--- config.mk ---
export PLATFORM = sky130hd
export DESIGN_NAME = reg_file_scoreboard_flat
export DESIGN_NICKNAME = d
export VERILOG_FILES = /design/src/rtl/reg_file_scoreboard_pkg.sv /design/src/rtl/reg_file_scoreboard_if.sv /design/src/rtl/reg_file_scoreboard_sb.sv /design/src/rtl/reg_file_scoreboard.sv /design/src/flat_wrapper.sv
export SDC_FILE = /design/constraint.sdc
export NUM_CORES = 2
export LEC_CHECK = 0
export ABC_AREA = 0
export CAP_MARGIN = 20
export CORE_ASPECT_RATIO = 1.4
export CORE_MARGIN = 2
export CORE_UTILIZATION = 40
export DETAILED_ROUTE_END_ITERATION = 8
export DONT_BUFFER_PORTS = 1
export GPL_ROUTABILITY_DRIVEN = 0
export PLACE_DENSITY = 0.6
export SETUP_SLACK_MARGIN = 0.3
export SLEW_MARGIN = 20
export SYNTH_ARGS = -nofsm -noshare
export SYNTH_HDL_FRONTEND = slang
export SYNTH_SLANG_ARGS = --single-unit
export TNS_END_PERCENT = 5
--- constraint.sdc ---
create_clock -name Clock -period 6.5 [get_ports Clock]
set_clock_uncertainty 0.1 [all_clocks]
set_input_delay 1.3 -clock Clock [delete_from_list [all_inputs] [get_ports Clock]]
set_output_delay 1.3 -clock Clock [all_outputs]
set_load 0.005 [all_outputs]
--- src/rtl/reg_file_scoreboard_pkg.sv ---
// rtl/reg_file_scoreboard_pkg.sv - shared constants and port-slice helper for the register file
package regfile_pkg;

  localparam int DEFAULT_DATA_WIDTH = 32;
  localparam int DEFAULT_ADDR_WIDTH = 5;
  localparam int DEFAULT_NUM_READ   = 2;
  localparam int ZERO_REG           = 0;

  // Low bit of port k inside a flat vector of width-bit slices
  function automatic int slice_lo(input int k, input int width);
    return k * width;
  endfunction

endpackage

--- src/rtl/reg_file_scoreboard_if.sv ---
// rtl/reg_file_scoreboard_if.sv - read/write/reservation bus between pipeline and register file
interface reg_file_scoreboard_if
  import regfile_pkg::*;
#(
  parameter int DATA_WIDTH = DEFAULT_DATA_WIDTH,
  parameter int ADDR_WIDTH = DEFAULT_ADDR_WIDTH,
  parameter int NUM_READ   = DEFAULT_NUM_READ
);

  logic [NUM_READ*ADDR_WIDTH-1:0] ReadID;
  logic [NUM_READ*DATA_WIDTH-1:0] ReadData;
  logic [NUM_READ-1:0]            ReadBusy;
  logic                           EnableWrite;
  logic [ADDR_WIDTH-1:0]          RegIDToWrite;
  logic [DATA_WIDTH-1:0]          DataIn;
  logic                           ReserveEn;
  logic [ADDR_WIDTH-1:0]          ReserveID;
  logic                           Flush;
  logic [ADDR_WIDTH:0]            PendingCount;

  modport master (
    output ReadID, EnableWrite, RegIDToWrite, DataIn, ReserveEn, ReserveID, Flush,
    input  ReadData, ReadBusy, PendingCount
  );

  modport slave (
    input  ReadID, EnableWrite, RegIDToWrite, DataIn, ReserveEn, ReserveID, Flush,
    output ReadData, ReadBusy, PendingCount
  );

endinterface

--- src/rtl/reg_file_scoreboard_sb.sv ---
// rtl/reg_file_scoreboard_sb.sv - busy-bit scoreboard with flush and pending-register counter
module reg_scoreboard
  import regfile_pkg::*;
#(
  parameter int ADDR_WIDTH = DEFAULT_ADDR_WIDTH
) (
  input  logic                       clk,
  input  logic                       rst_n,
  input  logic                       reserve_en,
  input  logic [ADDR_WIDTH-1:0]      reserve_id,
  input  logic                       write_en,
  input  logic [ADDR_WIDTH-1:0]      write_id,
  input  logic                       flush,
  output logic [2**ADDR_WIDTH-1:0]   busy,
  output logic [ADDR_WIDTH:0]        pending_count
);

  logic                     set_hit;
  logic                     clr_hit;
  logic                     inc;
  logic                     dec;
  logic [2**ADDR_WIDTH-1:0] busy_next;

  // A same-edge reservation of the written index supersedes the clear
  always_comb begin
    set_hit   = reserve_en && (reserve_id != ADDR_WIDTH'(ZERO_REG));
    clr_hit   = write_en && (write_id != ADDR_WIDTH'(ZERO_REG)) &&
                !(set_hit && (reserve_id == write_id));
    inc       = set_hit && !busy[reserve_id];
    dec       = clr_hit && busy[write_id];
    busy_next = busy;
    if (clr_hit) busy_next[write_id] = 1'b0;
    if (set_hit) busy_next[reserve_id] = 1'b1;
  end

  always_ff @(posedge clk or negedge rst_n) begin
    if (!rst_n) begin
      busy          <= '0;
      pending_count <= '0;
    end else if (flush) begin
      busy          <= '0;
      pending_count <= '0;
    end else begin
      busy          <= busy_next;
      pending_count <= pending_count + (ADDR_WIDTH+1)'(inc) - (ADDR_WIDTH+1)'(dec);
    end
  end

endmodule

--- src/rtl/reg_file_scoreboard.sv ---
// rtl/reg_file_scoreboard.sv - multi-read-port register file with busy scoreboard
// Optional write-first read bypass enabled by defining REGFILE_BYPASS_EN.
module reg_file_scoreboard
  import regfile_pkg::*;
#(
  parameter int DATA_WIDTH = DEFAULT_DATA_WIDTH,
  parameter int ADDR_WIDTH = DEFAULT_ADDR_WIDTH,
  parameter int NUM_READ   = DEFAULT_NUM_READ
) (
  input logic                  Clock,
  input logic                  NReset,
  reg_file_scoreboard_if.slave bus
);

  localparam int DEPTH = 2**ADDR_WIDTH;

  logic [DATA_WIDTH-1:0] regs [DEPTH];
  logic [DEPTH-1:0]      busy;
  logic                  write_hit;
  logic [ADDR_WIDTH-1:0] id;

  assign write_hit = bus.EnableWrite && (bus.RegIDToWrite != ADDR_WIDTH'(ZERO_REG));

  always_ff @(posedge Clock or negedge NReset) begin
    if (!NReset) begin
      for (int i = 0; i < DEPTH; i++) regs[i] <= '0;
    end else if (write_hit) begin
      regs[bus.RegIDToWrite] <= bus.DataIn;
    end
  end

  reg_scoreboard #(.ADDR_WIDTH(ADDR_WIDTH)) u_sb (
    .clk           (Clock),
    .rst_n         (NReset),
    .reserve_en    (bus.ReserveEn),
    .reserve_id    (bus.ReserveID),
    .write_en      (bus.EnableWrite),
    .write_id      (bus.RegIDToWrite),
    .flush         (bus.Flush),
    .busy          (busy),
    .pending_count (bus.PendingCount)
  );

  always_comb begin
    bus.ReadData = '0;
    bus.ReadBusy = '0;
    id           = '0;
    for (int k = 0; k < NUM_READ; k++) begin
      id = bus.ReadID[slice_lo(k, ADDR_WIDTH) +: ADDR_WIDTH];
      if (id != ADDR_WIDTH'(ZERO_REG)) begin
        bus.ReadData[slice_lo(k, DATA_WIDTH) +: DATA_WIDTH] = regs[id];
        bus.ReadBusy[k] = busy[id];
      end
`ifdef REGFILE_BYPASS_EN
      // Write-first: the incoming value resolves the operand unless re-reserved this cycle
      if (write_hit && (id == bus.RegIDToWrite)) begin
        bus.ReadData[slice_lo(k, DATA_WIDTH) +: DATA_WIDTH] = bus.DataIn;
        bus.ReadBusy[k] = bus.ReserveEn && (bus.ReserveID == id);
      end
`endif
    end
  end

endmodule

--- src/flat_wrapper.sv ---
// flat-port wrapper written by rule: the top's interface ports become plain ports
module reg_file_scoreboard_flat import regfile_pkg::*;
#(
  parameter int DATA_WIDTH = DEFAULT_DATA_WIDTH,
  parameter int ADDR_WIDTH = DEFAULT_ADDR_WIDTH,
  parameter int NUM_READ   = DEFAULT_NUM_READ
)
  (Clock, NReset, bus_ReadID, bus_EnableWrite, bus_RegIDToWrite, bus_DataIn, bus_ReserveEn, bus_ReserveID, bus_Flush, bus_ReadData, bus_ReadBusy, bus_PendingCount);
  reg_file_scoreboard_if #(.DATA_WIDTH(DATA_WIDTH), .ADDR_WIDTH(ADDR_WIDTH), .NUM_READ(NUM_READ)) bus_i ();
  input logic Clock;
  input logic NReset;
  input wire logic [$bits(bus_i.ReadID)-1:0] bus_ReadID;
  input wire logic [$bits(bus_i.EnableWrite)-1:0] bus_EnableWrite;
  input wire logic [$bits(bus_i.RegIDToWrite)-1:0] bus_RegIDToWrite;
  input wire logic [$bits(bus_i.DataIn)-1:0] bus_DataIn;
  input wire logic [$bits(bus_i.ReserveEn)-1:0] bus_ReserveEn;
  input wire logic [$bits(bus_i.ReserveID)-1:0] bus_ReserveID;
  input wire logic [$bits(bus_i.Flush)-1:0] bus_Flush;
  output wire logic [$bits(bus_i.ReadData)-1:0] bus_ReadData;
  output wire logic [$bits(bus_i.ReadBusy)-1:0] bus_ReadBusy;
  output wire logic [$bits(bus_i.PendingCount)-1:0] bus_PendingCount;
  assign bus_i.ReadID = bus_ReadID;
  assign bus_i.EnableWrite = bus_EnableWrite;
  assign bus_i.RegIDToWrite = bus_RegIDToWrite;
  assign bus_i.DataIn = bus_DataIn;
  assign bus_i.ReserveEn = bus_ReserveEn;
  assign bus_i.ReserveID = bus_ReserveID;
  assign bus_i.Flush = bus_Flush;
  assign bus_ReadData = bus_i.ReadData;
  assign bus_ReadBusy = bus_i.ReadBusy;
  assign bus_PendingCount = bus_i.PendingCount;
  reg_file_scoreboard #(.DATA_WIDTH(DATA_WIDTH), .ADDR_WIDTH(ADDR_WIDTH), .NUM_READ(NUM_READ)) u_core (.Clock(Clock), .NReset(NReset), .bus(bus_i));
endmodule
[Word level (Yosys, flattened, before mapping)]
Cells that the tools add are included.
Storage, ports and cells
  input port bits: 57
  register bits: 1062
  logic and storage cells: 97
Operators by class
  bitwise gates (word level): 6
  eq/ne operators: 1
  mux-type cells: 29
  add/subtract/negate cells: 2
  magnitude comparators: 10
  reductions and logical operators: 15
Operators by type and width (count)
  $bwmux 1024: 1
  $bmux 32 s5: 2
  $mux 32: 10
  $demux 32 s5: 1
  $and 32x32->32: 1
  $not 32->32: 1
  $or 32x32->32: 1
  $lt 5x6->1 const B: 4
  $bmux 1 s5: 4
  $reduce_bool 5->1: 4
  $ge 6x6->1 const B: 3
  $not 5->6: 3
  $demux 1 s5: 2
  $ge 5x1->1 const B: 2
  $logic_and 1x1->1: 9
  $mux 1: 8
  $add 6x1->6: 1
  $lt 6x1->1 const B: 1
  $mux 6: 1
  $sub 6x1->6: 1
  $eq 5x5->1: 1
  $logic_not 1->1: 2

[Depth between registers and ports, before layout]
  depth after elaboration: 10
  gate-level depth with buffers: 16
  depth with buffers taken out: 14

[By module]
A second synthesis with hierarchy kept.
Unflattened totals
  cell total of the unflattened synthesis: 3901
  area, all modules: 58150.8 µm²
By module, submodules not included
  reg_file_scoreboard: times used 1, cells an instance 3653, area each 55615.8 µm², seq. area each 25624.6 µm²
  reg_scoreboard: times used 1, cells an instance 248, area each 2534.9 µm², seq. area each 950.9 µm²

[Least setup slack after synthesis]
No wires, ideal clock.
  path type: input -> register
  from: input bus_RegIDToWrite[0]
  to: register u_core.u_sb.pending_count[5]
  setup time: 139 ps
  buffers on the path: 2
  slack: 2063 ps
  arrival: 4199 ps
  required time: 6261 ps
  stages: 14
  cell sequence: buf_2 buf_4 mux4_2 nor2b_1 a211oi_1 nor4_1 ha_1 inv_1 ha_1 a21o_1 a21oi_1 o21bai_1 and4b_1 or4_1
On the way
  word-level cells in the longest chain between the ends: 7
Ends and longest elaborated chain
  start, declared: RTL line flat_wrapper.sv:14  | input wire logic [$bits(bus_i.RegIDToWrite)-1:0] bus_RegIDToWrite;
  parallel branches: the longest is 4 deep, another holds $bmux 1 s5
  $logic_and 1x1->1 (*): RTL line reg_file_scoreboard_sb.sv:30  | dec = clr_hit && busy[write_id];
  $sub 6x1->6 (*): RTL line reg_file_scoreboard_sb.sv:45  | pending_count <= pending_count + (ADDR_WIDTH+1)'(inc) - (ADDR_WIDTH+1)'(dec);
  $mux 6 (*): RTL line reg_file_scoreboard_sb.sv:40  | end else if (flush) begin
  end signal, assigned: RTL line reg_file_scoreboard_sb.sv:45
  end, declared: RTL line reg_file_scoreboard_sb.sv:15  | output logic [ADDR_WIDTH:0] pending_count
Mark *: on every way between the ends. The select of a mux whose other input is x is not followed.
A chain may end at the register's enable or synchronous reset.

[Worst setup path in the final report]
  from: input bus_ReadID[3]
  to: output bus_ReadData[18]
On the way
  word-level cells in the longest chain between the ends: 5
Ends and longest elaborated chain
  start, declared: RTL line flat_wrapper.sv:12  | input wire logic [$bits(bus_i.ReadID)-1:0] bus_ReadID;
  $not 5->6 (implied by the code): RTL line reg_file_scoreboard.sv:51  | bus.ReadData[slice_lo(k, DATA_WIDTH) +: DATA_WIDTH] = regs[id];
  $bmux 32 s5: RTL line reg_file_scoreboard.sv:51
  $mux 32 (implied by the code) (2 in a row): RTL line reg_file_scoreboard.sv:51
  $mux 32 (*): RTL line reg_file_scoreboard.sv:50  | if (id != ADDR_WIDTH'(ZERO_REG)) begin
  end, declared: RTL line flat_wrapper.sv:19  | output wire logic [$bits(bus_i.ReadData)-1:0] bus_ReadData;
Mark *: on every way between the ends. The rest lies on a longest branch, timed or not. The select of a mux whose other input is x is not followed.

==> impl_metrics.env <==
export IMPL_via_count_of_the_first_global_routing_pass=36507
export IMPL_buffer_ports_inserted=0
export IMPL_hold_buffers=0
export IMPL_synth_ff_type="sky130_fd_sc_hd__dfrtp_1"
export IMPL_worstPathBufferInverterCount=1
export IMPL_numCtsBuffers=105
export IMPL_timing_critical_path_cells="nor2b_2 > nand2_2 > o221ai_1 > a221oi_1 > buf_4"
export IMPL_leakagePower_uw=0.0261
export IMPL_status="completed"
export IMPL_startpoint_type_of_the_worst_setup_path="input pin"
export IMPL_totalWireLength_um=181000
export IMPL_fin_setup_tns_ns=0
export IMPL_power_density_cell_area_mw_per_mm2=303
export IMPL_drt_antenna_violating_nets=0
export IMPL_die_area_sq_mm=0.145
export IMPL_synthToLayoutAreaGrowth_pct=8.41
export IMPL_slew_headroom=0.208
export IMPL_floorplan_core_area_sq_mm=0.141
export IMPL_tritoncts="done"
export IMPL_ir_drop_mv=0.220
export IMPL_holdCritPathClass="input pin to asynchronous set/reset pin"
export IMPL_synth_ff_latch_count=1062
export IMPL_design_area_sq_mm=0.0615
export IMPL_detail_route_iter0_violations=2848
export IMPL_insertion_delay_ns=0.73
export IMPL_die_x_um=322
export IMPL_route_vias_total=35269
export IMPL_hpwlAfterDp_um=97400
export IMPL_clockRootBuffer="sky130_fd_sc_hd__clkbuf_16"
export IMPL_synth_seq_area_share=0.468
export IMPL_synth_area_per_cell_sq_um=15.1
export IMPL_detail_route_drc_violations=0
export IMPL_library_cells_used_by_synthesis=51
export IMPL_cp_arrival_ns=3.73
export IMPL_critical_path_max_stage_delay_ns=0.83
export IMPL_post_dp_cell_area_sq_mm=0.0579
export IMPL_synth_warnings=0
export IMPL_post_cts_repair_setup_buffers=0
export IMPL_crit_slowest_cell="sky130_fd_sc_hd__a221oi_1"
export IMPL_setup_viol_count_final=0
export IMPL_rsz_0062_raised_after_global_routing="false"
export IMPL_largest_net_degree_at_the_start_of_global_routing=331
export IMPL_die_h_um=450
export IMPL_crit_path_end_kind="output port"
export IMPL_setup_worst_path_class="input pin to output port"
export IMPL_ctsHtreeMaxLevel=3
export IMPL_finalCoreUtilization=0.437
export IMPL_synthCells=3749
export IMPL_ios=129
export IMPL_final_period_minus_worst_setup_slack_ns=5.13
export IMPL_mappedNetlistArea_sq_mm=0.0568
export IMPL_setup_reg_to_reg_worst_slack_ns=2.78
export IMPL_cts_max_path_buffers=3
export IMPL_post_cts_resized_instances=0
export IMPL_synth_edff_count=0
export IMPL_design_final_nets=3524
export IMPL_clk_transition_reported_paths_ns=0.06
export IMPL_timing_max_cap_violations=0
export IMPL_timing_fmax_mhz=195
export IMPL_global_route_wire_length_before_repair_um=266000
export IMPL_final_min_period_over_clock_period=0.790
export IMPL_routedWlPerCell_um=33.2
export IMPL_synth_nets=3813
export IMPL_post_drt_via_cell_ratio=6.49
export IMPL_track_usage=0.251
export IMPL_initial_antenna_violation_count=4
export IMPL_firstDrtPassIters=5
export IMPL_cpLargestDelayFamily="compound AO/OA/AOI/OAI gates"
export IMPL_share_of_post_route_cells_with_drive_strength_above_1=0.496
export IMPL_cp_required_ns=5.10
export IMPL_synth_async_sr_flop_share=1.00
export IMPL_tightestPinTransition_ns=1.19
export IMPL_initial_utilization=0.403
export IMPL_cts_num_sinks=1062
export IMPL_globalRouteOverflowTotal=0
export IMPL_core_rowCount=163
export IMPL_slew_violations=0
export IMPL_finalHoldViolations=0
export IMPL_critPathMaxFanout=36
==> worst register-to-register path, cell delays in order, from the launching register on <==
cell,delay (ns)
sky130_fd_sc_hd__dfrtp_1,0.45
sky130_fd_sc_hd__mux4_2,0.29
sky130_fd_sc_hd__nand2b_1,0.10
sky130_fd_sc_hd__o21ai_0,0.07
sky130_fd_sc_hd__or3_1,0.32
sky130_fd_sc_hd__nor4_1,0.46
sky130_fd_sc_hd__ha_1,0.25
sky130_fd_sc_hd__inv_1,0.06
sky130_fd_sc_hd__ha_1,0.27
sky130_fd_sc_hd__a21o_1,0.16
sky130_fd_sc_hd__a21oi_1,0.25
sky130_fd_sc_hd__o21bai_1,0.11
sky130_fd_sc_hd__and4b_1,0.19
sky130_fd_sc_hd__or4_1,0.51
==> stage by stage <==
step	setup WS, ns	hold slack [ns]	power [uW]	instances
after global routing	1.42	0.148	19400	5435
after global placement	1.53	0.280	12100	5246
final	1.37	0.161	18600	5436
after CTS	1.49	0.125	18700	5432
after detailed placement	1.49	0.284	12300	5248
after floorplan	2.06	0.341	11400	3749
==> state kept, by name (all words and copies together) (netlist names) <==
signal,flops
u_core.u_sb.busy,32
u_core.u_sb.pending_count,6
u_core.regs,1024
==> cells by family (layout without fill, tap and decap cells) <==
kind of cell,count (synthesis),count (layout),share of synthesized area
compound gates,341,341,0.0462
mux,1668,1668,0.428
fa+ha+maj,7,7,0.00167
other cells,0,2,0
simple gates,180,180,0.0160
flops,1062,1062,0.468
buf+inv,482,270,0.0383
xor+xnor,9,9,0.00139
==> power by group <==
group	total [uW]	internal [uW]	switching [uW]	leakage, uW
clock	6440	3660	2780	0.00175
sequential	8730	7830	897	0.0137
combinational	3450	2210	1240	0.0107
total	18600	13700	4920	0.0261
==> cell usage in the layout, fill, tap and decap left out, drive strengths merged, types with 3 or more instances in the layout <==
master / count
a2111oi: 33
a211oi: 35
a21oi: 35
a221oi: 33
a22o: 65
buf: 44
bufinv: 11
clkbuf: 145
clkinv: 22
clkinvlp: 4
dfrtp: 1062
ha: 6
inv: 44
mux2: 992
mux2i: 166
mux4: 510
nand2: 62
nand2b: 6
nand3: 4
nand3b: 3
nor2: 31
nor2b: 11
nor3: 38
nor3b: 3
nor4: 3
o21ai: 22
o221ai: 67
o22ai: 33
o31ai: 12
or2: 3
or3: 3
xnor2: 7
==> layout make-up <==
| cell class | instances | area, sq um |
|---|---|---|
| antenna | 2 | 5.00 |
| clock buffer | 145 | 3000 |
| clock inverter | 39 | 576 |
| fill | 12458 | 79400 |
| inverter | 42 | 158 |
| multi-input combinational | 2205 | 28300 |
| sequential | 1062 | 26600 |
| tap | 1897 | 2370 |
| timing repair buffer | 44 | 548 |
==> per-layer routing <==
layer / global-route usage / routed length, um
met5: 0 / 0
met4: 0.100 / 7560
met3: 0.0469 / 12000
met2: 0.421 / 90600
met1: 0.321 / 70600
==> Yosys cell counts (22+ instances only) <==
cell type | instances | share of area
sky130_fd_sc_hd__a2111oi_0 | 33 | 0.0051
sky130_fd_sc_hd__a211oi_1 | 35 | 0.0046
sky130_fd_sc_hd__a21oi_1 | 35 | 0.0031
sky130_fd_sc_hd__a221oi_1 | 33 | 0.0051
sky130_fd_sc_hd__a22o_1 | 65 | 0.010
sky130_fd_sc_hd__buf_2 | 141 | 0.012
sky130_fd_sc_hd__buf_4 | 40 | 0.0053
sky130_fd_sc_hd__clkbuf_1 | 234 | 0.015
sky130_fd_sc_hd__dfrtp_1 | 1062 | 0.47
sky130_fd_sc_hd__inv_1 | 42 | 0.0028
sky130_fd_sc_hd__mux2_2 | 987 | 0.20
sky130_fd_sc_hd__mux2i_1 | 166 | 0.029
sky130_fd_sc_hd__mux4_2 | 510 | 0.20
sky130_fd_sc_hd__nand2_1 | 62 | 0.0041
sky130_fd_sc_hd__nor2_1 | 31 | 0.0020
sky130_fd_sc_hd__nor3_1 | 38 | 0.0033
sky130_fd_sc_hd__o21ai_0 | 22 | 0.0019
sky130_fd_sc_hd__o221ai_1 | 67 | 0.010
sky130_fd_sc_hd__o22ai_1 | 33 | 0.0036
==> path summary, 6_finish.rpt <==
kind | from | end | depth (start not counted)
max in group asynchronous | NReset | u_core.regs[100] | 5
setup reg to reg | u_core.u_sb.busy[17] | u_core.u_sb.pending_count[5] | 13
hold / removal | NReset | u_core.regs[157] | 0
setup / recovery | bus_ReadID[3] | bus_ReadData[18] | 5
hold reg to reg | u_core.regs[1019] | u_core.regs[1019] | 0
min in group Clock | u_core.regs[1019] | u_core.regs[1019] | 0
(Power assumes the default switching activity.)
